[src/rtl/mmt_rd_sched.sv]
// Read scheduler for the matrix triple-product engine: fetches op0/op1, runs
// the product phase, fetches op2, runs the reduction phase, then signals done.
module mmt_rd_sched #(
    parameter int MEM_LAT = 1,
    parameter int ADDR_W  = 9,
    parameter int IDX_W   = 5
) (
    input  logic              clk,
    input  logic              rst,
    input  logic              job_valid,
    output logic              job_ready,
    input  logic [1:0]        job_size,
    input  logic [1:0]        job_mode,
    input  logic [IDX_W-1:0]  job_idx0,
    input  logic [IDX_W-1:0]  job_idx1,
    input  logic [IDX_W-1:0]  job_idx2,
    output logic              mem_rd_en,
    output logic [ADDR_W-1:0] mem_addr,
    output logic              row_valid,
    output logic [1:0]        row_op,
    output logic [3:0]        row_num,
    output logic              row_tr,
    output logic              cal0_start,
    input  logic              cal0_done,
    output logic              cal1_start,
    input  logic              cal1_done,
    output logic              job_done,
    output logic              busy
);

    typedef enum logic [3:0] {
        IDLE, FETCH0, FETCH1, DRAIN0, WAIT0, FETCH2, DRAIN1, WAIT1, DONE
    } state_t;

    state_t             state;
    logic [1:0]         size_q, mode_q;
    logic [IDX_W-1:0]   idx0_q, idx1_q, idx2_q;
    logic [3:0]         r;
    logic [IDX_W-1:0]   cur_idx;
    logic [1:0]         iss_op;
    logic               iss_tr;
    logic [3:0]         last_row;
    logic [MEM_LAT-1:0] inflight;
    logic               drain_clear;

    logic [MEM_LAT:1]   vld_pipe;
    logic [6:0]         dat_pipe [1:MEM_LAT];

    function automatic logic [ADDR_W-1:0] row_addr(input logic [IDX_W-1:0] idx,
                                                   input logic [3:0] row);
        return ADDR_W'(idx) + (ADDR_W'(row) << 5);
    endfunction

    always_comb begin
        cur_idx = idx0_q;
        iss_op  = 2'd0;
        case (state)
            FETCH1:  begin cur_idx = idx1_q; iss_op = 2'd1; end
            FETCH2:  begin cur_idx = idx2_q; iss_op = 2'd2; end
            default: ;
        endcase
        iss_tr   = (mode_q == iss_op + 2'd1);
        last_row = 4'((5'd2 << size_q) - 5'd1);
        // Everything upstream of the output stage; once clear, the last row is on row_valid.
        inflight    = MEM_LAT'({vld_pipe, mem_rd_en});
        drain_clear = !mem_rd_en && (inflight == '0);
    end

    assign job_ready = (state == IDLE) && !rst;
    assign row_valid = vld_pipe[MEM_LAT];
    assign {row_op, row_num, row_tr} = dat_pipe[MEM_LAT];

    always_ff @(posedge clk) begin
        if (rst) begin
            state      <= IDLE;
            size_q     <= '0;
            mode_q     <= '0;
            idx0_q     <= '0;
            idx1_q     <= '0;
            idx2_q     <= '0;
            r          <= '0;
            mem_rd_en  <= 1'b0;
            mem_addr   <= '0;
            cal0_start <= 1'b0;
            cal1_start <= 1'b0;
            job_done   <= 1'b0;
            busy       <= 1'b0;
        end else begin
            cal0_start <= 1'b0;
            cal1_start <= 1'b0;
            job_done   <= 1'b0;
            case (state)
                IDLE: if (job_valid) begin
                    size_q    <= job_size;
                    mode_q    <= job_mode;
                    idx0_q    <= job_idx0;
                    idx1_q    <= job_idx1;
                    idx2_q    <= job_idx2;
                    r         <= '0;
                    mem_rd_en <= 1'b1;
                    mem_addr  <= row_addr(job_idx0, 4'd0);
                    busy      <= 1'b1;
                    state     <= FETCH0;
                end
                FETCH0, FETCH1, FETCH2: begin
                    if (r != last_row) begin
                        r        <= r + 4'd1;
                        mem_addr <= row_addr(cur_idx, r + 4'd1);
                    end else begin
                        r <= '0;
                        if (state == FETCH0) begin
                            mem_addr <= row_addr(idx1_q, 4'd0);
                            state    <= FETCH1;
                        end else begin
                            mem_rd_en <= 1'b0;
                            state     <= (state == FETCH1) ? DRAIN0 : DRAIN1;
                        end
                    end
                end
                DRAIN0: if (drain_clear) begin
                    cal0_start <= 1'b1;
                    state      <= WAIT0;
                end
                DRAIN1: if (drain_clear) begin
                    cal1_start <= 1'b1;
                    state      <= WAIT1;
                end
                // A done coincident with the start pulse belongs to a stale phase.
                WAIT0: if (cal0_done && !cal0_start) begin
                    mem_rd_en <= 1'b1;
                    mem_addr  <= row_addr(idx2_q, 4'd0);
                    state     <= FETCH2;
                end
                WAIT1: if (cal1_done && !cal1_start) begin
                    job_done <= 1'b1;
                    state    <= DONE;
                end
                DONE: begin
                    busy  <= 1'b0;
                    state <= IDLE;
                end
                default: state <= IDLE;
            endcase
        end
    end

    // Tag pipe tracks SRAM latency so tags line up with returned data.
    always_ff @(posedge clk) begin
        if (rst) begin
            vld_pipe <= '0;
            for (int i = 1; i <= MEM_LAT; i++) dat_pipe[i] <= '0;
        end else begin
            vld_pipe[1] <= mem_rd_en;
            dat_pipe[1] <= {iss_op, r, iss_tr};
            for (int i = 2; i <= MEM_LAT; i++) begin
                vld_pipe[i] <= vld_pipe[i-1];
                dat_pipe[i] <= dat_pipe[i-1];
            end
        end
    end

endmodule

[config.mk]
export PLATFORM = sky130hd
export DESIGN_NAME = mmt_rd_sched
export DESIGN_NICKNAME = d
export VERILOG_FILES = /design/src/rtl/mmt_rd_sched.sv
export SDC_FILE = /design/constraint.sdc
export NUM_CORES = 1
export LEC_CHECK = 0
export CORE_ASPECT_RATIO = 1.2
export CORE_MARGIN = 8
export CORE_UTILIZATION = 35
export DETAILED_ROUTE_END_ITERATION = 8
export DONT_BUFFER_PORTS = 1
export PLACE_DENSITY = 0.52
export SLEW_MARGIN = 20
export SYNTH_ARGS = -nofsm -noshare
export SYNTH_HDL_FRONTEND = slang
export SYNTH_SLANG_ARGS = --single-unit
[constraint.sdc]
create_clock -name clk -period 2.6 [get_ports clk]
set_input_delay 0.52 -clock clk [delete_from_list [all_inputs] [get_ports clk]]
set_output_delay 0.52 -clock clk [all_outputs]
set_load 0.01 [all_outputs]
==> results.ini <==
[synth]
postSynthAreaPerCell_um2=8.61
ys_top_cells_by_count=dfxtp_1 (49), nand2_1 (46), a21oi_1 (29), nor2_1 (17), nor3_1 (11)
syn_area_um2=2320
yosys_warnings=0
synth_enable_flop_cells=0
synth.area.top_cells=dfxtp_1 (42%), nand2_1 (7.5%), a21oi_1 (6.3%), nor2_1 (2.8%), nor3_1 (2.4%)
yosysTopAreaCell=dfxtp_1
synth_nets=295
ys_seq_area_share_pct=42.3
synth-seq-cells=49
synth_top_area_share_pct=42.3
synth.most_common_cell=dfxtp_1
async_flop_share_pct=0
synth_ff_type=dfxtp_1
netlist_instances=269
synth_cell_type_count=53

[route]
drc_errors=0
drtAntennaViolNets=0
first_pass_iters=4
post_drt_wl_per_cell_um=18.3
num_vias=1958
drt-initial-drc-count=208
via_per_inst=5.63
drt-total-wl_mm=6.36

[critical_path]
r2r_end=mem_addr[1]
rr_startpoint=state[3]
cp-start-kind=flop
cp.required_ps=2820
r2r_slack_ps=230
worstSetupPathType=reg -> reg
worstPathArrival_ps=2590
crit_path_end_kind=flop
worstPathCellList=or2_1, or3_1, ha_1, nor3_1, a22o_1, a222oi_1, a311oi_1
slowest_stage=or3_1
reg2regPathDepth=7
cp_max_fo=9
cp_slowest_stage_delay_ps=410

[clocking]
htree_levels=2
clk_path_buf_depth=2
clk_latency_ps=310
cts_tree=built
postCtsHoldBufs=0
post_cts.repair.setup_buffers=0
clk_pin_slew_ps=100
root_buffer=clkbuf_8
post_cts_resized=0
cts_buffers=5
clkSinkCount=49

[sta]
fin_crit_sh_pct=91.1
worst_slew_pin_slew_ps=596
hold_viol=0
relSlewSlack_pct=59.9
timing.fmax_mhz=422
setup_tns_ps=0
grt_setup_unrepaired=false
finalClockSkew_ps=9.05
slew_violations=0
post-route-min-period_ps=2370
finalSetupViolCount=0

[floorplanning]
num_rows=32
boundaryPins=47
die_h_um=105
die_area_um2=9490
die_w_um=90.3
initial_core_util_pct=36.2
coreArea_um2=6410

[global_route]
grt_max_degree=51
grt_pass1_wl_mm=10.7
antenna_found_initial=0
grt_pass1_vias=1965
grt_use_total_pct=13.9
grt_remaining_overflow=0

[power]
powerDensity_nw_per_um2=1230
p_leak_nw=0.875
vdd_drop_max_uv=471
total_power_mw=3.05

[min_path]
min_path_type=in -> reg
min_to=mem_rd_en
worstHoldStart=rst
hold-path-cell-count=1

[final_layout]
nets=288
layout-drive-gt1-share_pct=10.3
n_antenna_cell=0
area_growth_syn_to_layout_pct=7.40
design_area_um2=2490

[place]
dpl_cell_area_um2=2350
dp_hpwl_mm=4.51
numPortBuffers=0
place.gp.congestion=0.797

[run_status]
status=completed

[job]
max_cap_violations=0

cells by family after synthesis:
| kind of cell | after synthesis | synth area share [%] |
|---|---|---|
| AOI/OAI and AO/OA | 76 | 24.6 |
| and+or+nand+nor | 116 | 25.2 |
| DFF | 49 | 42.3 |
| buffers and inverters | 22 | 5.24 |
| xor gates and xnor gates | 4 | 1.51 |
| adders and majority gates | 2 | 1.08 |
critical path: cells and delay by family, from the launching register on:
kind / cells / cell delay [ps]
flops: 1 / 390
fa+ha+maj: 1 / 340
simple gates: 3 / 1030
compound gates: 3 / 530
power breakdown:
part / switching [mW] / internal [mW] / leakage, nW / total (mW)
combinational: 0.823 / 0.494 / 0.407 / 1.32
sequential: 0.173 / 0.912 / 0.401 / 1.08
clock: 0.266 / 0.382 / 0.0681 / 0.648
per-layer routing:
| metal | wire length (um) | vias up | GRT usage, % |
|---|---|---|---|
| met5 | 0 | - | 0 |
| met4 | 198 | 0 | 7.51 |
| met3 | 426 | 14 | 3.44 |
| met2 | 3070 | 66 | 21.9 |
| met1 | 2670 | 912 | 17.1 |
| li1 | - | 966 | - |
flip-flops by register name, indices dropped and copies added, names as in the netlist, 2 cells and up:
name and flops:
idx2_q 5, r 4, state 4, idx1_q 5, mem_addr 9, idx0_q 5, mode_q 2, size_q 2
dat_pipe 7
through the flow:
stage / cells / worst slack, ps / hold WS, ps / utilization (%)
2_1_floorplan: 269 / 445 / 433 / -
3_3_place_gp: 340 / 376 / 444 / 36.8
3_5_place_dp: 340 / 260 / 447 / 36.8
4_1_cts: 348 / 253 / 262 / 38.8
5_1_grt: 348 / 0.690 / 261 / 38.8
6_report: 348 / 233 / 278 / 38.8
worst max path at each step:
stage | endpoint | cells past startpoint | start
CTS | mem_addr[1] | 7 | state[3]
finish | mem_addr[1] | 7 | state[3]
global placement | mem_addr[1] | 7 | state[3]
global route | mem_addr[1] | 7 | state[3]
detailed placement | mem_addr[1] | 7 | state[3]
floorplan | mem_addr[0] | 9 | state[3]
cell type report:
cell class | instances | area, um^2
fill | 690 | 3920
multi-input combinational | 198 | 1210
sequential | 49 | 981
clock inverter | 3 | 65.1
tap | 85 | 106
clock buffer | 5 | 68.8
inverter | 2 | 7.51
timing repair buffer | 6 | 45.0
cell usage in the layout, fill, tap and decap left out, types with 3 or more instances in the layout:
master,instances
dfxtp_1,49
nand2_1,46
a21oi_1,29
nor2_1,17
nor3_1,11
nor2b_1,8
o21ai_0,6
buf_4,6
nand3_1,5
nor4_1,5
nand2b_1,5
a22o_1,5
a222oi_1,5
a311oi_1,5
clkbuf_8,5
or3_1,3
xor2_1,3
o211ai_1,3
a32o_1,3
Note: power is estimated with default switching activity, not from simulation.
